===== config.mk =====
export PLATFORM = sky130hd
export DESIGN_NAME = mult_share_ctrl_flat
export DESIGN_NICKNAME = d
export VERILOG_FILES = /design/src/rtl/mult_share_ctrl_if.sv /design/src/rtl/mult_share_ctrl.sv /design/src/flat_wrapper.sv
export SDC_FILE = /design/constraint.sdc
export NUM_CORES = 1
export LEC_CHECK = 0
export ABC_CLOCK_PERIOD_IN_PS = 3800
export CELL_PAD_IN_SITES_DETAIL_PLACEMENT = 1
export CELL_PAD_IN_SITES_GLOBAL_PLACEMENT = 1
export CORE_MARGIN = 4
export CORE_UTILIZATION = 38
export CTS_CLUSTER_DIAMETER = 50
export DETAILED_ROUTE_END_ITERATION = 12
export PLACE_DENSITY = 0.89
export SYNTH_ARGS = -nofsm -noshare
export SYNTH_HDL_FRONTEND = slang
export SYNTH_SLANG_ARGS = --single-unit

===== constraint.sdc =====
create_clock -name clk -period 3.8 [get_ports clk]
set_input_delay 0.38 -clock clk [delete_from_list [all_inputs] [get_ports clk]]
set_output_delay 0.38 -clock clk [all_outputs]
set_load 0.005 [all_outputs]

===== src/rtl/mult_share_ctrl_if.sv =====
// Handshake bundle for the shared-multiplier controller: two request ports,
// one result port and the busy flag.
// The master side is the requesters and the result consumer.
// The slave side is the controller.
interface mult_share_ctrl_if #(parameter int WIDTH = 8);
  logic             req0_valid;
  logic [WIDTH-1:0] req0_a;
  logic [WIDTH-1:0] req0_b;
  logic             req0_ready;
  logic             req1_valid;
  logic [WIDTH-1:0] req1_a;
  logic [WIDTH-1:0] req1_b;
  logic             req1_ready;
  logic               res_valid;
  logic [2*WIDTH-1:0] res_data;
  logic               res_id;
  logic               res_ready;
  logic               busy;

  modport master (
    output req0_valid, req0_a, req0_b, req1_valid, req1_a, req1_b, res_ready,
    input  req0_ready, req1_ready, res_valid, res_data, res_id, busy
  );

  modport slave (
    input  req0_valid, req0_a, req0_b, req1_valid, req1_a, req1_b, res_ready,
    output req0_ready, req1_ready, res_valid, res_data, res_id, busy
  );
endinterface


===== src/rtl/mult_share_ctrl.sv =====
// Round-robin controller sharing one unsigned WIDTH x WIDTH multiplier
// between two requesters.
// Define MULT_SHARE_PIPE_EN to add a second product stage (CALC2) for timing.
// With it, latency is 3 and accept spacing is 4; without it, latency is 2 and
// spacing is 3.
module mult_share_ctrl #(
  parameter int WIDTH = 8
) (
  input logic           clk,
  input logic           rst_n,
  mult_share_ctrl_if.slave bus
);

  localparam logic [1:0] IDLE  = 2'd0;
  localparam logic [1:0] CALC  = 2'd1;
  localparam logic [1:0] DONE  = 2'd3;
`ifdef MULT_SHARE_PIPE_EN
  localparam logic [1:0] CALC2 = 2'd2;
`endif

  logic [1:0]         state;
  logic               last_id;
  logic [WIDTH-1:0]   op_a;
  logic [WIDTH-1:0]   op_b;
  logic               op_id;
  logic [2*WIDTH-1:0] prod;
  logic               prod_id;
  logic [2*WIDTH-1:0] a_ext;
  logic [2*WIDTH-1:0] b_ext;
`ifdef MULT_SHARE_PIPE_EN
  logic [2*WIDTH-1:0] prod_raw;
`endif

  logic             gnt_vld;
  logic             gnt_id;
  logic [WIDTH-1:0] gnt_a;
  logic [WIDTH-1:0] gnt_b;

  // Zero-extend the operands so the product keeps all 2*WIDTH bits.
  assign a_ext = {{WIDTH{1'b0}}, op_a};
  assign b_ext = {{WIDTH{1'b0}}, op_b};

  // Arbitrate: a lone requester wins; on a tie, the one not served last wins.
  always_comb begin
    gnt_vld = 1'b0;
    gnt_id  = 1'b0;
    if (bus.req0_valid && bus.req1_valid) begin
      gnt_vld = 1'b1;
      gnt_id  = ~last_id;
    end else if (bus.req0_valid) begin
      gnt_vld = 1'b1;
      gnt_id  = 1'b0;
    end else if (bus.req1_valid) begin
      gnt_vld = 1'b1;
      gnt_id  = 1'b1;
    end
    gnt_a = gnt_id ? bus.req1_a : bus.req0_a;
    gnt_b = gnt_id ? bus.req1_b : bus.req0_b;
  end

  // READY is offered only in IDLE, and only to the granted requester.
  assign bus.req0_ready = (state == IDLE) && gnt_vld && !gnt_id;
  assign bus.req1_ready = (state == IDLE) && gnt_vld &&  gnt_id;
  assign bus.res_valid  = (state == DONE);
  assign bus.res_data   = prod;
  assign bus.res_id     = prod_id;
  assign bus.busy       = (state != IDLE);

  // Main FSM: accept, multiply, then hold the result until the consumer takes it.
  // A grant in IDLE always means an accept, because READY follows the grant.
  // The product and its ID are not cleared after the handshake, so RES_DATA
  // keeps the last result until the next multiply completes.
  always_ff @(posedge clk or negedge rst_n) begin
    if (!rst_n) begin
      state    <= IDLE;
      last_id  <= 1'b1;
      op_a     <= '0;
      op_b     <= '0;
      op_id    <= 1'b0;
      prod     <= '0;
      prod_id  <= 1'b0;
`ifdef MULT_SHARE_PIPE_EN
      prod_raw <= '0;
`endif
    end else begin
      case (state)
        IDLE: begin
          if (gnt_vld) begin
            op_a    <= gnt_a;
            op_b    <= gnt_b;
            op_id   <= gnt_id;
            last_id <= gnt_id;
            state   <= CALC;
          end
        end
        CALC: begin
`ifdef MULT_SHARE_PIPE_EN
          prod_raw <= a_ext * b_ext;
          state    <= CALC2;
`else
          prod     <= a_ext * b_ext;
          prod_id  <= op_id;
          state    <= DONE;
`endif
        end
`ifdef MULT_SHARE_PIPE_EN
        CALC2: begin
          prod    <= prod_raw;
          prod_id <= op_id;
          state   <= DONE;
        end
`endif
        DONE: begin
          if (bus.res_ready) state <= IDLE;
        end
        default: state <= IDLE;
      endcase
    end
  end

endmodule

===== src/flat_wrapper.sv =====
// flat-port wrapper written by rule: the top's interface ports become plain ports
module mult_share_ctrl_flat 
#(
  parameter int WIDTH = 8
)
  (clk, rst_n, bus_req0_valid, bus_req0_a, bus_req0_b, bus_req1_valid, bus_req1_a, bus_req1_b, bus_res_ready, bus_req0_ready, bus_req1_ready, bus_res_valid, bus_res_data, bus_res_id, bus_busy);
  mult_share_ctrl_if #(.WIDTH(WIDTH)) bus_i ();
  input logic clk;
  input logic rst_n;
  input wire logic [$bits(bus_i.req0_valid)-1:0] bus_req0_valid;
  input wire logic [$bits(bus_i.req0_a)-1:0] bus_req0_a;
  input wire logic [$bits(bus_i.req0_b)-1:0] bus_req0_b;
  input wire logic [$bits(bus_i.req1_valid)-1:0] bus_req1_valid;
  input wire logic [$bits(bus_i.req1_a)-1:0] bus_req1_a;
  input wire logic [$bits(bus_i.req1_b)-1:0] bus_req1_b;
  input wire logic [$bits(bus_i.res_ready)-1:0] bus_res_ready;
  output wire logic [$bits(bus_i.req0_ready)-1:0] bus_req0_ready;
  output wire logic [$bits(bus_i.req1_ready)-1:0] bus_req1_ready;
  output wire logic [$bits(bus_i.res_valid)-1:0] bus_res_valid;
  output wire logic [$bits(bus_i.res_data)-1:0] bus_res_data;
  output wire logic [$bits(bus_i.res_id)-1:0] bus_res_id;
  output wire logic [$bits(bus_i.busy)-1:0] bus_busy;
  assign bus_i.req0_valid = bus_req0_valid;
  assign bus_i.req0_a = bus_req0_a;
  assign bus_i.req0_b = bus_req0_b;
  assign bus_i.req1_valid = bus_req1_valid;
  assign bus_i.req1_a = bus_req1_a;
  assign bus_i.req1_b = bus_req1_b;
  assign bus_i.res_ready = bus_res_ready;
  assign bus_req0_ready = bus_i.req0_ready;
  assign bus_req1_ready = bus_i.req1_ready;
  assign bus_res_valid = bus_i.res_valid;
  assign bus_res_data = bus_i.res_data;
  assign bus_res_id = bus_i.res_id;
  assign bus_busy = bus_i.busy;
  mult_share_ctrl #(.WIDTH(WIDTH)) u_core (.clk(clk), .rst_n(rst_n), .bus(bus_i));
endmodule

==> results of run 1 <==
## worst max-delay path, stage by stage (launching register included)
cell,delay (ps)
dfrtp_2,450
buf_4,160
and2_1,190
fa_1,510
fa_1,570
fa_1,450
ha_1,330
ha_1,350
a21oi_2,220
nand2_2,100
o2111a_1,280
o21a_1,190
o31ai_2,180
## final cells by class
cell class,count,share of cell area (%)
clock inverters,3,0.971
multi-input cells,256,51.4
flip-flops and latches,37,19.7
inverters,65,5.12
well taps,108,2.83
clock buffers,5,1.44
repair buffers,99,18.5
## cell usage after synthesis, drive strengths merged (2+ instances only)
library cell	n
xor2	8
nor2	5
o211ai	3
and2	53
clkbuf	2
nor2b	2
nand2	43
nand2b	3
and3	2
buf	6
nand3	2
inv	65
a21o	7
a21oi	10
a222oi	16
o21ai	14
a31oi	4
o31ai	2
dfrtp	36
fa	36
a21boi	2
ha	36
## routing by layer
| metal | part of all wire (%) | vias up |
|---|---|---|
| met1 | 37 | 1614 |
| met3 | 3.7 | 27 |
| met5 | 0 | - |
| met4 | 3.1 | 0 |
| li1 | - | 1397 |
| met2 | 56 | 84 |
## flip-flops by register name, indices dropped and copies added, names as in the netlist
signal               flops
u_core.op_id             1
u_core.op_a              8
u_core.op_b              8
u_core.bus.res_id        1
u_core.last_id           1
u_core.bus.res_data     16
u_core.state             2
## what timing repair did
action | CTS | global route
setup endpoints to repair | 9 | 10
pin swaps | 29 | 9
setup buffers | 10 | 5
resized for setup | 31 | 7
## cells by family (layout without fill, tap and decap cells)
group                      count (synthesis)  in the layout
DFF                                       37             37
buffers and inverters                     73            172
xor gates and xnor gates                   9              9
adders and majority gates                 72             72
and+or+nand+nor                          112            112
AOI/OAI and AO/OA                         63             63
## worst min path at each step
stage,from,endpoint,slack [ps]
2_1_floorplan,rst_n,u_core.bus.res_data[0],80
3_3_place_gp,u_core.bus.res_data[0],u_core.bus.res_data[0],450
3_5_place_dp,u_core.bus.res_data[0],u_core.bus.res_data[0],460
4_1_cts,rst_n,u_core.bus.res_data[11],220
5_1_grt,rst_n,u_core.bus.res_data[0],250
6_report,rst_n,u_core.bus.res_data[2],190
## stage by stage
stage,util [%],TNS [ps]
finish,53.6,-1640
floorplan,-,0
global placement,50.2,-912
detailed placement,50.2,-2180
global route,53.6,-2840
CTS,53.1,-1440
==> flow_metrics.tcl, run 1 <==
set metrics [dict create \
    outcome "finished with violations" \
    violations "negative setup slack" \
    r2r-start "u_core.op_b[5]" \
    crit_end "u_core.bus.res_data[13]" \
    n_antenna_cell 0 \
    synth.top_cells.by_area "dfrtp_1 (26%), fa_1 (20%), ha_1 (13%)" \
    final_cell_mix "inv_1 (63), clkdlybuf4s50_1 (56), and2_1 (42), buf_4 (42), nand2_1 (39)" \
    stdcell_area_sq_um 4770 \
    synth.avg_cell_area_sq_um 9.64 \
    dpl-instance-area_sq_um 4470 \
    port-buffer-count 57 \
    hold_buffers 0 \
    drv_cap 0 \
    start_util_pct 39.7 \
    setup_violations 8 \
    arrival_ps 4280 \
    pre_cts_slack_ps -436 \
    grt_pass1_vias 3516 \
    cts_buffers 5 \
    fin_skew_ps 5.06 \
    firstDrtPassIters 8 \
    met1_usage_pct 22.6 \
    yosys.area.top_type "dfrtp_1" \
    layout_commonest_cell "inv_1" \
    grt_use_met3_pct 2.79 \
    end_kind "register" \
    htree_levels 2 \
    synth_top_area_share_pct 25.5 \
    drt-total-wl_um 11600 \
    yosys.area_share.simple_pct 16.4 \
    synthMuxAreaShare_pct 0 \
    relSlewSlack_pct 6.25 \
    wl_per_cell_um 20.2 \
    clock_path_buffers 2 \
    placementRows 34 \
    dpl.cell_count 551 \
    setup_slack_ps -274 \
    required_ps 4010 \
    place_congestion 0.903 \
    die_height_um 104 \
    path_max_fanout 5 \
    synth_nets 475 \
    rsz0062_at_grt "yes" \
    post-route-period-util_pct 107 \
    place_hpwl_um 8420 \
    worst-slew-pin-transition_ps 1400 \
    cts_tree "built" \
    drt_iter0_markers 168 \
    ios 58 \
    route.detailed.drc 0 \
    worstRegToRegCells 12 \
    synthAdderAreaFrac_pct 33.2 \
    antenna_found_initial 0 \
    ant_nets 0 \
    synthCells 366 \
    r2r-end "u_core.bus.res_data[13]" \
    layout_min_cycle_time_ps 4070 \
    hold_class "primary input to async pin" \
    gr-max-usage-layer "met2" \
    drive_gt1_share_pct 21.9 \
    synth_edf_count 0 \
    grt_overflow 0 \
    holdWs_ps 188 \
    core_area_sq_um 8890 \
    yosys.area_share.xor_xnor_pct 2.23 \
    fmax_ghz 0.245 \
    die-area_sq_um 10900 \
    synthFlopType "dfrtp_1" \
    setup.worst_path.start "u_core.op_b[5]" \
    clk_latency_ps 300 \
    grt_start_max_net_pins 38 \
    viasPerCell 5.45 \
    finalNonFillerCells 573 \
    ys_ff_latch 37 \
    synthToLayoutAreaGrowth_pct 35.2 \
    hold_violations 0 \
    grt_util_met2_pct 40.5 \
    synth_top_family_by_area "adder cells" \
    synth_compound_area_share_pct 13.5 \
    register_area_sq_um 941 \
    nFillCells 993 \
    worst-r2r-setup-slack_ps -270 \
    worstSetupPathType "register to register" \
    yosysWarnings 0 \
    grt_usage_pct 20.7 \
    synthDistinctLibCells 39 \
    cts_root_buf "clkbuf_8" \
    cts.sinks 37 \
    clkTransAtPathRegs_ps 90 \
    multi_input_area_sq_um 2450 \
    vias 3122 \
    maxSlewViolCount 0 \
    grt_pass1_wl_um 17800 \
    syn_area_sq_um 3530 \
    synthArstFlopShare_pct 100 \
    die_width_um 104 \
    final_nets 573 \
    startpoint_type "register" \
    synth_seq_area_share_pct 26.3 \
]
Power of run 1 is not shown: default switching activity piles up to over one toggle a cycle in this logic, so the estimate is an artifact.
==> inputs of run 2 (changes only) <==
Settings changed: PLACE_DENSITY 0.89 to not set, PLACE_DENSITY_LB_ADDON set to 0.08.
==> flow_metrics.tcl, run 2 (same netlist as run 1, synthesis figures left out) <==
set metrics [dict create \
    synthToLayoutAreaGrowth_pct 34.7 \
    drt_iter0_markers 107 \
    cts_buffers 5 \
    clock_path_buffers 2 \
    gr-max-usage-layer "met2" \
    startpoint_type "register" \
    arrival_ps 4110 \
    r2r-start "u_core.op_b[3]" \
    start_util_pct 39.7 \
    route.detailed.drc 0 \
    vias 2942 \
    viasPerCell 5.17 \
    port-buffer-count 57 \
    path_max_fanout 8 \
    multi_input_area_sq_um 2470 \
    fin_skew_ps 10.5 \
    end_kind "register" \
    hold_violations 0 \
    relSlewSlack_pct 28.5 \
    setup_violations 7 \
    place_hpwl_um 7170 \
    cpPeakStageDelay_ps 570 \
    clk_latency_ps 300 \
    wl_per_cell_um 16.3 \
    placementRows 34 \
    post-route-period-util_pct 104 \
    outcome "finished with violations" \
    drive_gt1_share_pct 21.5 \
    core_area_sq_um 8890 \
    critPathMostFrequentCell "fa_1" \
    cts_root_buf "clkbuf_8" \
    rsz0062_at_grt "yes" \
    drv_cap 0 \
    worst-slew-pin-transition_ps 1070 \
    cts.sinks 37 \
    place_congestion 0.828 \
    worstSetupPathType "register to register" \
    grt_start_max_net_pins 38 \
    setup_slack_ps -165 \
    htree_levels 2 \
    grt_pass1_wl_um 15300 \
    register_area_sq_um 942 \
    final_util_pct 53.4 \
    die-area_sq_um 10900 \
    ios 58 \
    largest_register_ffs 16 \
    layout_commonest_cell "inv_1" \
    grt_pass1_vias 3139 \
    grt_util_met2_pct 31.5 \
    layout_min_cycle_time_ps 3960 \
    drt-total-wl_um 9260 \
    critPathTopFamily "adder cells" \
    antenna_found_initial 0 \
    fmax_ghz 0.252 \
    die_height_um 104 \
    maxSlewViolCount 0 \
    required_ps 3940 \
    met1_usage_pct 21.7 \
    n_antenna_cell 0 \
    violations "negative setup slack" \
    grt_usage_pct 17.3 \
    final_cell_mix "inv_1 (60), clkdlybuf4s50_1 (56), and2_1 (43), nand2_1 (39), buf_4 (38)" \
    path_cells "and2_4, fa_1, fa_2, fa_1, inv_1, fa_1, inv_2, ha_4, a21oi_4, nand2_2, o2111a_1, nor3_1, o31ai_2" \
    clkTransAtPathRegs_ps 90 \
    grt_use_met3_pct 2.11 \
    crit_buf_inv 2 \
    cts_tree "built" \
    worstRegToRegCells 13 \
    cp_slowest_cell "fa_1" \
    hold_class "primary input to async pin" \
    firstDrtPassIters 6 \
    die_width_um 104 \
    hold_buffers 0 \
    grt_overflow 0 \
    worst-r2r-setup-slack_ps -160 \
    ant_nets 0 \
    setup.worst_path.start "u_core.op_b[3]" \
    final_nets 569 \
    r2r-end "u_core.bus.res_data[13]" \
    nFillCells 999 \
]
run 2: changes by cell type in the layout (fill, tap and decap cells not counted), sizes merged:
| cell | delta |
|---|---|
| buf | -4 |
| clkbuf | +1 |
| clkinvlp | -1 |
run 2: what timing repair did:
action / CTS / global route
setup endpoints to repair: 8 / 10
gates resized for setup: 21 / 21
buffers inserted: 7 / 0
pin swaps: 18 / 30
run 2: worst max path at each step:
stage | endpoint | slack, ps | cells past startpoint
6_report | u_core.bus.res_data[13] | -160 | 13
5_1_grt | u_core.bus.res_data[14] | -320 | 14
4_1_cts | u_core.bus.res_data[13] | -220 | 13
3_5_place_dp | u_core.bus.res_data[12] | -250 | 14
3_3_place_gp | u_core.bus.res_data[14] | -250 | 14
2_1_floorplan | u_core.bus.res_data[13] | 20 | 13
run 2: through the flow:
step	setup TNS [ps]	cell area [sq um]	setup WS, ps	hold slack, ps	instances
floorplan	0	3610	23.4	84.4	366
global placement	-1290	4490	-247	450	554
detailed placement	-1370	4490	-253	455	554
CTS	-1060	4680	-216	221	569
global route	-1850	4750	-318	258	569
finish	-634	4750	-165	185	569
run 2: area by class of cell:
class | count | area share (%)
Clock inverter | 2 | 0.737
Timing Repair Buffer | 95 | 17.9
Sequential cell | 37 | 19.8
Multi-Input combinational cell | 256 | 52.0
Tap cell | 108 | 2.84
Clock buffer | 6 | 1.53
Inverter | 65 | 5.13
run 2: worst reg2reg max path: cells and delay by family (launching register included):
kind | cells | cell delay (ps)
buffers and inverters | 2 | 110
adder cells (fa/ha/maj) | 5 | 2260
AO/OA/AOI/OAI | 3 | 490
flip-flops | 1 | 490
AND/OR/NAND/NOR | 3 | 460
run 2: routing by layer:
layer	vias to the layer above	routed length, um
met5	-	0
met4	0	113
met3	8	255
met2	46	5000
met1	1499	3890
li1	1389	-
Power of run 2 is left out for the same reason.
==> inputs of run 3 (changes only) <==
Settings changed: GPL_ROUTABILITY_DRIVEN set to 0, GPL_TIMING_DRIVEN set to 0, SLEW_MARGIN set to 20.
==> flow_metrics.tcl, run 3 (same netlist as run 1, synthesis figures left out) <==
set metrics [dict create \
    outcome "finished with violations" \
    violations "negative setup slack" \
    cpPeakStageDelay_ps 540 \
    worst-slew-pin-transition_ps 682 \
    arrival_ps 4190 \
    layout_commonest_cell "inv_1" \
    ant_nets 0 \
    register_area_sq_um 945 \
    layout_min_cycle_time_ps 3990 \
    final_cell_mix "inv_1 (61), clkdlybuf4s50_1 (56), and2_1 (44), nand2_1 (40), buf_4 (34)" \
    cp_slowest_cell "fa_1" \
    drive_gt1_share_pct 22.8 \
    startpoint_type "register" \
    rsz0062_at_grt "yes" \
    clkTransAtPathRegs_ps 80 \
    fmax_ghz 0.251 \
    path_cells "buf_6, buf_4, buf_4, and2_1, ha_1, ha_1, inv_1, fa_1, fa_1, inv_1, ha_4, o211ai_1, a21oi_2, o2111a_1, o21a_1, o31ai_2" \
    setup.worst_path.start "u_core.op_b[5]" \
    hold_class "register to register" \
    n_antenna_cell 0 \
    grt_pass1_wl_um 16200 \
    relSlewSlack_pct 54.5 \
    wl_per_cell_um 16.7 \
    drt-total-wl_um 9680 \
    die-area_sq_um 10900 \
    drt_iter0_markers 83 \
    worstSetupPathType "register to register" \
    multi_input_area_sq_um 2510 \
    viasPerCell 5.18 \
    setup_slack_ps -190 \
    synthToLayoutAreaGrowth_pct 37.6 \
    worstRegToRegCells 16 \
    fin_skew_ps 9.21 \
    grt_start_max_net_pins 27 \
    hold_violations 0 \
    final_nets 578 \
    cts_root_buf "clkbuf_8" \
    worstHoldPathCells 2 \
    end_kind "register" \
    worst-r2r-setup-slack_ps -190 \
    post-route-period-util_pct 105 \
    required_ps 4000 \
    drv_cap 0 \
    cts.sinks 37 \
    clk_latency_ps 290 \
    r2r-start "u_core.op_b[5]" \
    place_hpwl_um 6940 \
    die_height_um 104 \
    cts_tree "built" \
    pre_cts_slack_ps -384 \
    setup_violations 8 \
    ios 58 \
    firstDrtPassIters 8 \
    grt_overflow 0 \
    core_area_sq_um 8890 \
    htree_levels 2 \
    nFillCells 1006 \
    placementRows 34 \
    grt_usage_pct 18.3 \
    grt_pass1_vias 3244 \
    route.detailed.drc 0 \
    die_width_um 104 \
    path_max_fanout 4 \
    maxSlewViolCount 0 \
    start_util_pct 39.7 \
    clock_path_buffers 2 \
    vias 2993 \
    cts_buffers 5 \
    min-delay-start "u_core.bus.res_data[0]" \
    antenna_found_initial 0 \
    largest_register_ffs 16 \
    port-buffer-count 57 \
]
-- run 3: cell count changes in the layout (fill, tap and decap cells not counted), sizes merged --
cell	change
buf	+6
clkbuf	+2
bufinv	-1
dlygate4sd3	+1
clkinv	+1
-- run 3: layout make-up --
| class | instances | area share (%) |
|---|---|---|
| clock buffers | 6 | 1.50 |
| flip-flops and latches | 37 | 19.5 |
| plain buffers | 8 | 1.06 |
| well taps | 108 | 2.78 |
| clock inverters | 2 | 0.206 |
| inverters | 65 | 5.03 |
| multi-input cells | 256 | 51.7 |
| repair buffers | 96 | 18.3 |
-- run 3: timing repair --
action | 4_1_cts | 5_1_grt
gates resized for setup | 37 | 11
buffers inserted | 32 | 5
setup endpoints to repair | 8 | 9
hold endpoints to repair | 11 | 0
hold buffers | 1 | 0
pin swaps | 38 | 20
-- run 3: worst max-delay path, delay by kind of cell (launching register included) --
kind,cells,cell delay (ps)
buffers and inverters,5,490
adders and majority gates,5,1890
and+or+nand+nor,1,130
AOI/OAI and AO/OA,5,940
DFF,1,440
-- run 3: final timing paths --
check	endpoint
worst min register to register	u_core.bus.res_data[0]
max in group asynchronous	u_core.last_id
worst min-delay path	u_core.bus.res_data[0]
worst max-delay path	u_core.bus.res_data[13]
worst max register to register	u_core.bus.res_data[13]
min in group asynchronous	u_core.bus.res_data[5]
-- run 3: per-layer routing --
metal	GRT usage, %	share of wire, %
met1	22.8	42
met2	33.7	55
met3	2.55	2.4
met4	3.70	1.0
met5	0	0
-- run 3: metrics by stage --
step	std cells	TNS [ps]	instance area (sq um)	utilization (%)	hold slack, ps
global route	578	-2350	4850	54.6	513
global placement	531	-1710	4310	48.5	450
floorplan	366	0	3610	-	84.4
detailed placement	532	-2510	4330	48.7	292
CTS	573	-1030	4760	53.5	477
finish	578	-1090	4850	54.6	472
Power of run 3 is left out for the same reason.
